## src/rtl/pipeline_hazard_ctrl_if.sv

```systemverilog
// rtl/pipeline_hazard_ctrl_if.sv - hazard controller signal bundle: ID/EX hazard info, memory handshake, pipeline controls
interface pipeline_hazard_ctrl_if;
  logic [31:0] id_instr_i;
  logic        ex_memread_i;
  logic        ex_regwrite_i;
  logic [4:0]  ex_rd_i;
  logic        id_branch_taken_i;
  logic        mem_req_i;
  logic        mem_ack_i;
  logic        pc_write_o;
  logic        if_id_write_o;
  logic        if_id_flush_o;
  logic        id_ex_bubble_o;
  logic        pipe_freeze_o;
  logic        mem_timeout_o;

  modport master (
    output id_instr_i, ex_memread_i, ex_regwrite_i, ex_rd_i, id_branch_taken_i,
    output mem_req_i, mem_ack_i,
    input  pc_write_o, if_id_write_o, if_id_flush_o, id_ex_bubble_o,
    input  pipe_freeze_o, mem_timeout_o
  );

  modport slave (
    input  id_instr_i, ex_memread_i, ex_regwrite_i, ex_rd_i, id_branch_taken_i,
    input  mem_req_i, mem_ack_i,
    output pc_write_o, if_id_write_o, if_id_flush_o, id_ex_bubble_o,
    output pipe_freeze_o, mem_timeout_o
  );
endinterface

```

## src/rtl/pipeline_hazard_ctrl.sv

```systemverilog
// rtl/pipeline_hazard_ctrl.sv - stall/flush/freeze sequencer for a 5-stage pipeline; optional perf counters via HAZARD_PERF_CNT_EN
module pipeline_hazard_ctrl #(
  parameter int MEM_TIMEOUT = 64,
  parameter int CNT_W       = 32
) (
  input  logic                  clk_i,
  input  logic                  rst_i,
  pipeline_hazard_ctrl_if.slave bus
`ifdef HAZARD_PERF_CNT_EN
  ,
  output logic [CNT_W-1:0]      stall_cnt_o,
  output logic [CNT_W-1:0]      flush_cnt_o,
  output logic [CNT_W-1:0]      freeze_cnt_o
`endif
);

  localparam int WCW = $clog2(MEM_TIMEOUT + 1);
  localparam logic [WCW-1:0] L_WAIT_MAX = WCW'(MEM_TIMEOUT);

  typedef enum logic {ST_RUN, ST_WAIT} state_t;

  state_t         r_state;
  state_t         w_state_nxt;
  logic [1:0]     r_stall_cnt;
  logic [1:0]     w_stall_cnt_nxt;
  logic [WCW-1:0] r_wait_cnt;
  logic           r_timeout;

  logic [6:0] w_opcode;
  logic [4:0] w_rs1;
  logic [4:0] w_rs2;
  logic       w_use_rs1;
  logic       w_use_rs2;
  logic       w_is_branch;
  logic       w_match;
  logic       w_lu;
  logic       w_bra;

  logic w_pc_write;
  logic w_if_id_write;
  logic w_if_id_flush;
  logic w_bubble;
  logic w_freeze;

  assign w_opcode    = bus.id_instr_i[6:0];
  assign w_rs1       = bus.id_instr_i[19:15];
  assign w_rs2       = bus.id_instr_i[24:20];
  assign w_is_branch = (w_opcode == 7'b1100011);

  always_comb begin
    w_use_rs1 = 1'b0;
    w_use_rs2 = 1'b0;
    case (w_opcode)
      7'b0110011, 7'b0100011, 7'b1100011: begin
        w_use_rs1 = 1'b1;
        w_use_rs2 = 1'b1;
      end
      7'b0010011, 7'b0000011: w_use_rs1 = 1'b1;
      default: ;
    endcase
  end

  // x0 is hardwired zero, so a write to it can never feed a consumer
  assign w_match = (bus.ex_rd_i != 5'd0) &&
                   ((w_use_rs1 && (w_rs1 == bus.ex_rd_i)) ||
                    (w_use_rs2 && (w_rs2 == bus.ex_rd_i)));

  assign w_lu  = bus.ex_memread_i && w_match;
  assign w_bra = w_is_branch && bus.ex_regwrite_i && !bus.ex_memread_i && w_match;

  always_ff @(posedge clk_i) begin
    if (rst_i) begin
      r_state     <= ST_RUN;
      r_stall_cnt <= 2'd0;
    end else begin
      r_state     <= w_state_nxt;
      r_stall_cnt <= w_stall_cnt_nxt;
    end
  end

  always_comb begin
    w_state_nxt     = r_state;
    w_stall_cnt_nxt = r_stall_cnt;
    w_freeze        = 1'b0;
    w_pc_write      = 1'b1;
    w_if_id_write   = 1'b1;
    w_if_id_flush   = 1'b0;
    w_bubble        = 1'b0;
    if (rst_i) begin
      w_state_nxt     = ST_RUN;
      w_stall_cnt_nxt = 2'd0;
      w_pc_write      = 1'b0;
      w_if_id_write   = 1'b0;
      w_bubble        = 1'b1;
    end else begin
      case (r_state)
        ST_RUN: begin
          if (bus.mem_req_i && !bus.mem_ack_i) begin
            w_freeze    = 1'b1;
            w_state_nxt = ST_WAIT;
          end
        end
        ST_WAIT: begin
          if (bus.mem_ack_i) w_state_nxt = ST_RUN;
          else               w_freeze    = 1'b1;
        end
        default: w_state_nxt = ST_RUN;
      endcase

      // freeze outranks stall, stall outranks flush; a taken branch seen while stalled is dropped
      if (w_freeze) begin
        w_pc_write    = 1'b0;
        w_if_id_write = 1'b0;
      end else if (r_stall_cnt != 2'd0 || w_lu || w_bra) begin
        w_pc_write    = 1'b0;
        w_if_id_write = 1'b0;
        w_bubble      = 1'b1;
        if (r_stall_cnt != 2'd0)       w_stall_cnt_nxt = r_stall_cnt - 2'd1;
        else if (w_lu && w_is_branch)  w_stall_cnt_nxt = 2'd1;
      end else if (w_is_branch && bus.id_branch_taken_i) begin
        w_if_id_flush = 1'b1;
      end
    end
  end

  always_ff @(posedge clk_i) begin
    if (rst_i) begin
      r_wait_cnt <= '0;
      r_timeout  <= 1'b0;
    end else begin
      if (r_wait_cnt == L_WAIT_MAX) r_timeout <= 1'b1;
      if (!w_freeze)                     r_wait_cnt <= '0;
      else if (r_wait_cnt != L_WAIT_MAX) r_wait_cnt <= r_wait_cnt + WCW'(1);
    end
  end

  assign bus.pc_write_o     = w_pc_write;
  assign bus.if_id_write_o  = w_if_id_write;
  assign bus.if_id_flush_o  = w_if_id_flush;
  assign bus.id_ex_bubble_o = w_bubble;
  assign bus.pipe_freeze_o  = w_freeze;
  assign bus.mem_timeout_o  = r_timeout && !rst_i;

`ifdef HAZARD_PERF_CNT_EN
  logic [CNT_W-1:0] r_stall_pc;
  logic [CNT_W-1:0] r_flush_pc;
  logic [CNT_W-1:0] r_freeze_pc;

  always_ff @(posedge clk_i) begin
    if (rst_i) begin
      r_stall_pc  <= '0;
      r_flush_pc  <= '0;
      r_freeze_pc <= '0;
    end else begin
      if (w_bubble)      r_stall_pc  <= r_stall_pc + CNT_W'(1);
      if (w_if_id_flush) r_flush_pc  <= r_flush_pc + CNT_W'(1);
      if (w_freeze)      r_freeze_pc <= r_freeze_pc + CNT_W'(1);
    end
  end

  assign stall_cnt_o  = r_stall_pc;
  assign flush_cnt_o  = r_flush_pc;
  assign freeze_cnt_o = r_freeze_pc;
`endif

endmodule

```

## src/flat_wrapper.sv

```systemverilog
// flat-port wrapper written by rule: the top's interface ports become plain ports
module pipeline_hazard_ctrl_flat 
#(
  parameter int MEM_TIMEOUT = 64,
  parameter int CNT_W       = 32
)
  (clk_i, rst_i, bus_id_instr_i, bus_ex_memread_i, bus_ex_regwrite_i, bus_ex_rd_i, bus_id_branch_taken_i, bus_mem_req_i, bus_mem_ack_i, bus_pc_write_o, bus_if_id_write_o, bus_if_id_flush_o, bus_id_ex_bubble_o, bus_pipe_freeze_o, bus_mem_timeout_o);
  pipeline_hazard_ctrl_if bus_i ();
  input  logic clk_i;
  input  logic rst_i;
  input wire logic [$bits(bus_i.id_instr_i)-1:0] bus_id_instr_i;
  input wire logic [$bits(bus_i.ex_memread_i)-1:0] bus_ex_memread_i;
  input wire logic [$bits(bus_i.ex_regwrite_i)-1:0] bus_ex_regwrite_i;
  input wire logic [$bits(bus_i.ex_rd_i)-1:0] bus_ex_rd_i;
  input wire logic [$bits(bus_i.id_branch_taken_i)-1:0] bus_id_branch_taken_i;
  input wire logic [$bits(bus_i.mem_req_i)-1:0] bus_mem_req_i;
  input wire logic [$bits(bus_i.mem_ack_i)-1:0] bus_mem_ack_i;
  output wire logic [$bits(bus_i.pc_write_o)-1:0] bus_pc_write_o;
  output wire logic [$bits(bus_i.if_id_write_o)-1:0] bus_if_id_write_o;
  output wire logic [$bits(bus_i.if_id_flush_o)-1:0] bus_if_id_flush_o;
  output wire logic [$bits(bus_i.id_ex_bubble_o)-1:0] bus_id_ex_bubble_o;
  output wire logic [$bits(bus_i.pipe_freeze_o)-1:0] bus_pipe_freeze_o;
  output wire logic [$bits(bus_i.mem_timeout_o)-1:0] bus_mem_timeout_o;
  assign bus_i.id_instr_i = bus_id_instr_i;
  assign bus_i.ex_memread_i = bus_ex_memread_i;
  assign bus_i.ex_regwrite_i = bus_ex_regwrite_i;
  assign bus_i.ex_rd_i = bus_ex_rd_i;
  assign bus_i.id_branch_taken_i = bus_id_branch_taken_i;
  assign bus_i.mem_req_i = bus_mem_req_i;
  assign bus_i.mem_ack_i = bus_mem_ack_i;
  assign bus_pc_write_o = bus_i.pc_write_o;
  assign bus_if_id_write_o = bus_i.if_id_write_o;
  assign bus_if_id_flush_o = bus_i.if_id_flush_o;
  assign bus_id_ex_bubble_o = bus_i.id_ex_bubble_o;
  assign bus_pipe_freeze_o = bus_i.pipe_freeze_o;
  assign bus_mem_timeout_o = bus_i.mem_timeout_o;
  pipeline_hazard_ctrl #(.MEM_TIMEOUT(MEM_TIMEOUT), .CNT_W(CNT_W)) u_core (.clk_i(clk_i), .rst_i(rst_i), .bus(bus_i));
endmodule
```

## config.mk

```make
export PLATFORM = sky130hd
export DESIGN_NAME = pipeline_hazard_ctrl_flat
export DESIGN_NICKNAME = d
export VERILOG_FILES = /design/src/rtl/pipeline_hazard_ctrl_if.sv /design/src/rtl/pipeline_hazard_ctrl.sv /design/src/flat_wrapper.sv
export SDC_FILE = /design/constraint.sdc
export NUM_CORES = 1
export LEC_CHECK = 0
export ABC_AREA = 1
export CAP_MARGIN = 5
export CORE_MARGIN = 2
export CORE_UTILIZATION = 33
export CTS_CLUSTER_DIAMETER = 80
export CTS_CLUSTER_SIZE = 14
export DETAILED_ROUTE_END_ITERATION = 6
export GPL_ROUTABILITY_DRIVEN = 0
export PLACE_DENSITY = 0.76
export SLEW_MARGIN = 20
export SYNTH_ARGS = -nofsm -noshare
export SYNTH_HDL_FRONTEND = slang
export SYNTH_SLANG_ARGS = --single-unit
```

## constraint.sdc

```tcl
create_clock -name clk_i -period 1.3 [get_ports clk_i]
set_clock_uncertainty 0.15 [all_clocks]
set_input_delay 0.195 -clock clk_i [delete_from_list [all_inputs] [get_ports clk_i]]
set_output_delay 0.195 -clock clk_i [all_outputs]
set_load 0.01 [all_outputs]
```

==> results of run 1 <==
==> where the power goes <==
group          internal (mW)  switching [mW]  total (mW)
registers              0.338         0.00392       0.342
logic                  0.123           0.114       0.237
clock network          0.119           0.116       0.235
==> area by class of cell <==
cell class | instances | area share [%]
tap | 30 | 2.55
clock buffer | 4 | 1.79
inverter | 29 | 7.91
multi-input combinational | 96 | 43.6
timing repair buffer | 56 | 28.5
sequential | 11 | 15.6
==> metal layers <==
| metal | part of all wire (%) | GRT usage [%] | up-vias |
|---|---|---|---|
| met2 | 53 | 30.5 | 24 |
| met5 | 0 | 0 | - |
| met1 | 41 | 17.2 | 461 |
| met3 | 4.5 | 1.11 | 4 |
| met4 | 1.2 | 5.13 | 0 |
| li1 | - | - | 546 |
==> synth_stat cells, drive strengths merged <==
library cell  count
o31ai             1
o21ai             2
buf               1
inv              27
nor4              1
xnor2             2
dfxtp            11
a21oi             7
nor3              6
nand3             8
clkinv            2
nand2            42
nand4             4
xor2              1
or4               1
ha                2
a31oi             1
nor2             18
==> registers in the layout, indices dropped and copies added (netlist names) <==
signal / count
u_core.r_wait_cnt: 7
u_core.r_state: 1
u_core.r_timeout: 1
u_core.r_stall_cnt: 2
==> through the flow <==
| step | area (um2) | worst slack, ps |
|---|---|---|
| floorplan | 836 | -46.6 |
| global placement | 1330 | -1070 |
| detailed placement | 1330 | -1050 |
| CTS | 1400 | -293 |
| global route | 1470 | -346 |
| finish | 1470 | -284 |
==> final timing paths <==
path	startpoint	end	slack [ps]	cells past startpoint
setup reg to reg	u_core.r_wait_cnt[1]$_SDFFE_PP0P_	u_core.r_wait_cnt[0]$_SDFFE_PP0P_	-70	7
hold / removal	rst_i	u_core.r_timeout$_SDFFE_PP0N_	270	3
setup / recovery	u_core.r_stall_cnt[0]$_SDFFE_PP0P_	bus_id_ex_bubble_o	-280	4
hold reg to reg	u_core.r_timeout$_SDFFE_PP0N_	u_core.r_timeout$_SDFFE_PP0N_	320	2
==> worst max-delay path: cells and delay by family, from the launching register on <==
kind	cells	cell delay, ps
buffers and inverters	2	320
AND/OR/NAND/NOR	1	250
flip-flops	1	330
AO/OA/AOI/OAI	1	70
==> cell families after synthesis <==
logic type	count (synthesis)	synth area share [%]
compound gates	11	7.19
simple gates	80	45.4
buf+inv	30	14.2
xor+xnor	3	3.21
fa+ha+maj	2	3.06
flops	11	26.9
==> what timing repair did <==
item / in CTS / in global routing
pin swaps: 35 / 29
endpoints found under the setup margin: 14 / 15
buffers inserted: 5 / 2
gates resized for setup: 108 / 41
hold buffers: 0 / 0
==> metrics.md, run 1 <==
| Metric | Value |
|---|---|
| CTS tree | built |
| Crit path capture type | primary output |
| Leading cell type in the layout, fill and taps excluded | nand2_1 |
| Inst Count DP | 216 |
| Fin. max-slew vios | 0 |
| Post-DRT Antenna Nets | 0 |
| Num rows | 18 |
| Root Buffer | clkbuf_4 |
| Total Wirelength | 2.31 mm |
| Yosys warns | 0 |
| WL per Instance | 10.2 um |
| Leakage power | 0.721 nW |
| Critical Path RT | 950 ps |
| Normalized max-slew margin | 74.5% |
| Synthesized Nets | 183 |
| Sink Count | 11 |
| Area share of the largest cell type after synthesis | 26.9% |
| CP max stage cell | dfxtp_1 |
| Initial antenna violation count | 0 |
| Post-layout min period | 1580 ps |
| Status | finished, violations left |
| Crit-path max FO | 2 |
| Fin util | 61.1% |
| Min Hold Slack | 274 ps |
| CTS max path bufs | 2 |
| Port bufs | 34 |
| Hold/Removal Path Class | input port to flop |
| Worst Setup Path Type | flop to primary output |
| Number of synthesized register bits | 11 |
| Library cells used by synthesis | 23 |
| Final Worst Setup Slack | -284 ps |
| DRC violations left | 0 |
| Non-filler instance count after layout | 226 |
| Area delta synth->final | 79.8% |
| Area leader, netlist | dfxtp_1 |
| Mean Syn Cell Area | 5.97 um2 |
| Seq/Total Area, Yosys | 26.9% |
| DRT iter0 DRCs | 11 |
| H-tree Lvls | 1 |
| Post-Synthesis Cells | 137 |
| Share of layout cells above drive strength 1 | 49.5% |
| Vias in the first global route | 911 |
| Fill cells | 204 |
| Aggregate global routing overflow | 0 |
| Pin count of the biggest net entering global routing | 7 |
| First-pass GRT wire length | 3.44 mm |
| Die height | 53.8 um |
| Starting Density | 34.0% |
| Worst path max stage delay | 330 ps |
| Die width | 53.8 um |
| Critical path arrival | 1240 ps |
| NumNets Final | 243 |
| Overall Power | 0.814 mW |
| Multi-input gate area | 642 um2 |
| Mapped cell area | 818 um2 |
| Post-DP HPWL | 1.69 mm |
| DIE AREA | 2890 um2 |
| Vias/cell | 4.58 |
| Final period util | 122% |
| Max Clk Rate | 0.631 GHz |
| Num CTS Buffers | 3 |
| Top cells by area, synth | dfxtp_1, nand2_1, inv_1, nor2_1, a21oi_1 |
| Setup TNS | -1360 ps |
| Most frequent cells in the layout | nand2_1, buf_4, inv_1 |
| Final setup viols | 11 |
| Max-cap viol count | 0 |
| Failing checks | setup timing |
| Top Ports | 50 |
| Vias | 1035 |
| Worst path cell trace | nor2_1 -> buf_4 -> a31oi_1 -> buf_2 |
| Clk_lat worst skew | 270 ps |
| Total GRT Usage | 15.5% |
| Pre-Repair DR Iteration Count | 4 |
| Worst-margin pin slew | 380 ps |
| CTS clk-pin slew, worst paths | 70 ps |
| Ant diodes | 0 |
| Critical Path Source Type | flop |
| Final hold vios | 0 |
| Pwr dens | 553 nW/um2 |
| Unrepaired setup endpoints after global routing | true |
| Maximum vdd drop | 0.612 mV |
| CORE AREA | 2410 um2 |
| Register Area | 230 um2 |
Note: power is estimated with default switching activity, not from simulation.
==> inputs of run 2 (changes only) <==
--- a/config.mk
+++ b/config.mk
@@ -13,7 +13,7 @@
 export CTS_CLUSTER_SIZE = 14
 export DETAILED_ROUTE_END_ITERATION = 6
 export GPL_ROUTABILITY_DRIVEN = 0
-export PLACE_DENSITY = 0.76
+export PLACE_DENSITY = 0.84
 export SLEW_MARGIN = 20
 export SYNTH_ARGS = -nofsm -noshare
 export SYNTH_HDL_FRONTEND = slang
==> metrics.md, run 2 (same netlist as run 1, synthesis figures left out) <==
| Metric | Value |
|---|---|
| Leakage power | 0.813 nW |
| Critical path arrival | 1360 ps |
| Max-cap viol count | 0 |
| Hold/Removal Path Class | input port to flop |
| Largest register FFs | 7 |
| Internal | 0.594 mW |
| Overall Power | 0.848 mW |
| Root Buffer | clkbuf_4 |
| Pre-CTS setup slack | -1060 ps |
| CTS tree | built |
| Worst path cell trace | nor2_2 -> nor2_2 -> inv_2 -> buf_4 -> nor2_4 -> a31oi_1 -> buf_2 |
| Worst path max stage delay | 320 ps |
| Reg2reg path depth | 9 |
| CTS clk-pin slew, worst paths | 70 ps |
| Pin count of the biggest net entering global routing | 7 |
| Vias | 1118 |
| Worst-margin pin slew | 279 ps |
| CP max stage cell | dfxtp_2 |
| Post-DP HPWL | 1.55 mm |
| Critical Path Source Type | flop |
| Fin. max-slew vios | 0 |
| Reg-to-reg slack, setup | -160 ps |
| Crit-path max FO | 3 |
| Pwr dens | 524 nW/um2 |
| Die height | 53.8 um |
| Num CTS Buffers | 3 |
| Vias/cell | 4.78 |
| Die width | 53.8 um |
| Unrepaired setup endpoints after global routing | true |
| R2r endpoint | u_core.r_wait_cnt[1]$_SDFFE_PP0P_ |
| P_sw | 0.254 mW |
| Failing checks | setup timing |
| Sink Count | 11 |
| Crit path capture type | primary output |
| CTS max path bufs | 2 |
| Logic pwr share | 31.7% |
| NumNets Final | 251 |
| Max Clk Rate | 0.587 GHz |
| Port bufs | 34 |
| Register Area | 233 um2 |
| CORE AREA | 2410 um2 |
| Total GRT Usage | 18.1% |
| CP Depth | 7 |
| Final setup viols | 13 |
| Status | finished, violations left |
| Worst Setup Path Type | flop to primary output |
| Share of layout cells above drive strength 1 | 57.4% |
| Num rows | 18 |
| First-pass GRT wire length | 3.93 mm |
| Pre-Repair DR Iteration Count | 4 |
| Total Wirelength | 2.85 mm |
| Final Worst Setup Slack | -404 ps |
| H-tree Lvls | 1 |
| Sequential Power Share | 40.1% |
| Normalized max-slew margin | 81.2% |
| Top Ports | 50 |
| Starting Density | 34.0% |
| Design area | 1620 um2 |
| Clk_lat worst skew | 270 ps |
| Most flops, register | u_core.r_wait_cnt |
| Leading cell type in the layout, fill and taps excluded | nand2_1 |
| Final hold vios | 0 |
| Critical path's top delay family | buffers and inverters |
| Aggregate global routing overflow | 0 |
| Critical Path Source | u_core.r_state$_SDFF_PP0_ |
| Critical Path RT | 950 ps |
| Maximum vdd drop | 0.345 mV |
| DIE AREA | 2890 um2 |
| Reg2reg start | u_core.r_state$_SDFF_PP0_ |
| Post-layout min period | 1700 ps |
| Vias in the first global route | 984 |
| DRC violations left | 0 |
| Switching Share | 29.9% |
| Post-DRT Antenna Nets | 0 |
| CP Capture Point | bus_id_ex_bubble_o |
| Fill cells | 192 |
| WL per Instance | 12.2 um |
| Largest registers | u_core.r_wait_cnt (7), u_core.r_stall_cnt (2) |
| Most frequent cells in the layout | nand2_1, buf_4, inv_1, buf_6, nor2_1 |
| Multi-input gate area | 682 um2 |
| Ant diodes | 0 |
| Critical path's most frequent cell | nor2_2 |
| Initial antenna violation count | 0 |
| Worst path bufs/invs | 3 |
| DRT iter0 DRCs | 15 |
| Area delta synth->final | 97.9% |
| Clk pwr share | 28.1% |
| DP Area | 1300 um2 |
| Final period util | 131% |
==> run 2: layer usage <==
| metal | vias up | GRT usage (%) | share of wire (%) |
|---|---|---|---|
| li1 | 563 | - | - |
| met3 | 2 | 1.11 | 4.5 |
| met2 | 37 | 35.6 | 54 |
| met1 | 516 | 20.6 | 41 |
| met4 | 0 | 5.13 | 0.56 |
| met5 | - | 0 | 0 |
==> run 2: how the worst min path moves through the flow <==
stage / start / to / cells after the start
finish: bus_mem_ack_i / u_core.r_state$_SDFF_PP0_ / 4
global route: bus_mem_ack_i / u_core.r_state$_SDFF_PP0_ / 4
CTS: bus_id_instr_i[2] / u_core.r_stall_cnt[0]$_SDFFE_PP0P_ / 8
detailed placement: u_core.r_timeout$_SDFFE_PP0N_ / u_core.r_timeout$_SDFFE_PP0N_ / 2
global placement: u_core.r_timeout$_SDFFE_PP0N_ / u_core.r_timeout$_SDFFE_PP0N_ / 2
floorplan: rst_i / u_core.r_timeout$_SDFFE_PP0N_ / 1
==> run 2: through the flow <==
step | hold slack [ps] | instances | utilization, % | setup TNS (ps)
final | 103 | 234 | 67.2 | -2520
after global routing | 105 | 234 | 67.2 | -3390
after CTS | 308 | 229 | 60.6 | -1850
after detailed placement | 314 | 213 | 54.1 | -8400
after global placement | 293 | 213 | 54.1 | -8020
after floorplan | 114 | 137 | - | -89.9
==> run 2: what timing repair did <==
item / 4_1_cts / 5_1_grt
gates resized for setup: 118 / 65
pin swaps: 27 / 31
buffers inserted: 12 / 11
hold endpoints to repair: 0 / 0
endpoints found under the setup margin: 16 / 14
hold buffers: 0 / 0
==> run 2: power groups by stage <==
stage	Combinational [mW]	Clock, mW	Sequential, mW
final	0.269	0.239	0.340
after global routing	0.294	0.250	0.341
after CTS	0.226	0.232	0.343
after detailed placement	0.217	0	0.350
after global placement	0.215	0	0.350
after floorplan	0.0806	0	0.350
==> run 2: final cells by class <==
class / instances / share of cell area, %
timing repair buffer: 64 / 31.6
inverter: 29 / 7.96
multi-input combinational: 96 / 42.1
clock buffer: 4 / 1.62
sequential: 11 / 14.4
tap: 30 / 2.32
==> run 2: worst min-delay path: cells and delay by family <==
kind	cells	cell delay [ps]
buffers and inverters	2	190
AND/OR/NAND/NOR	2	110
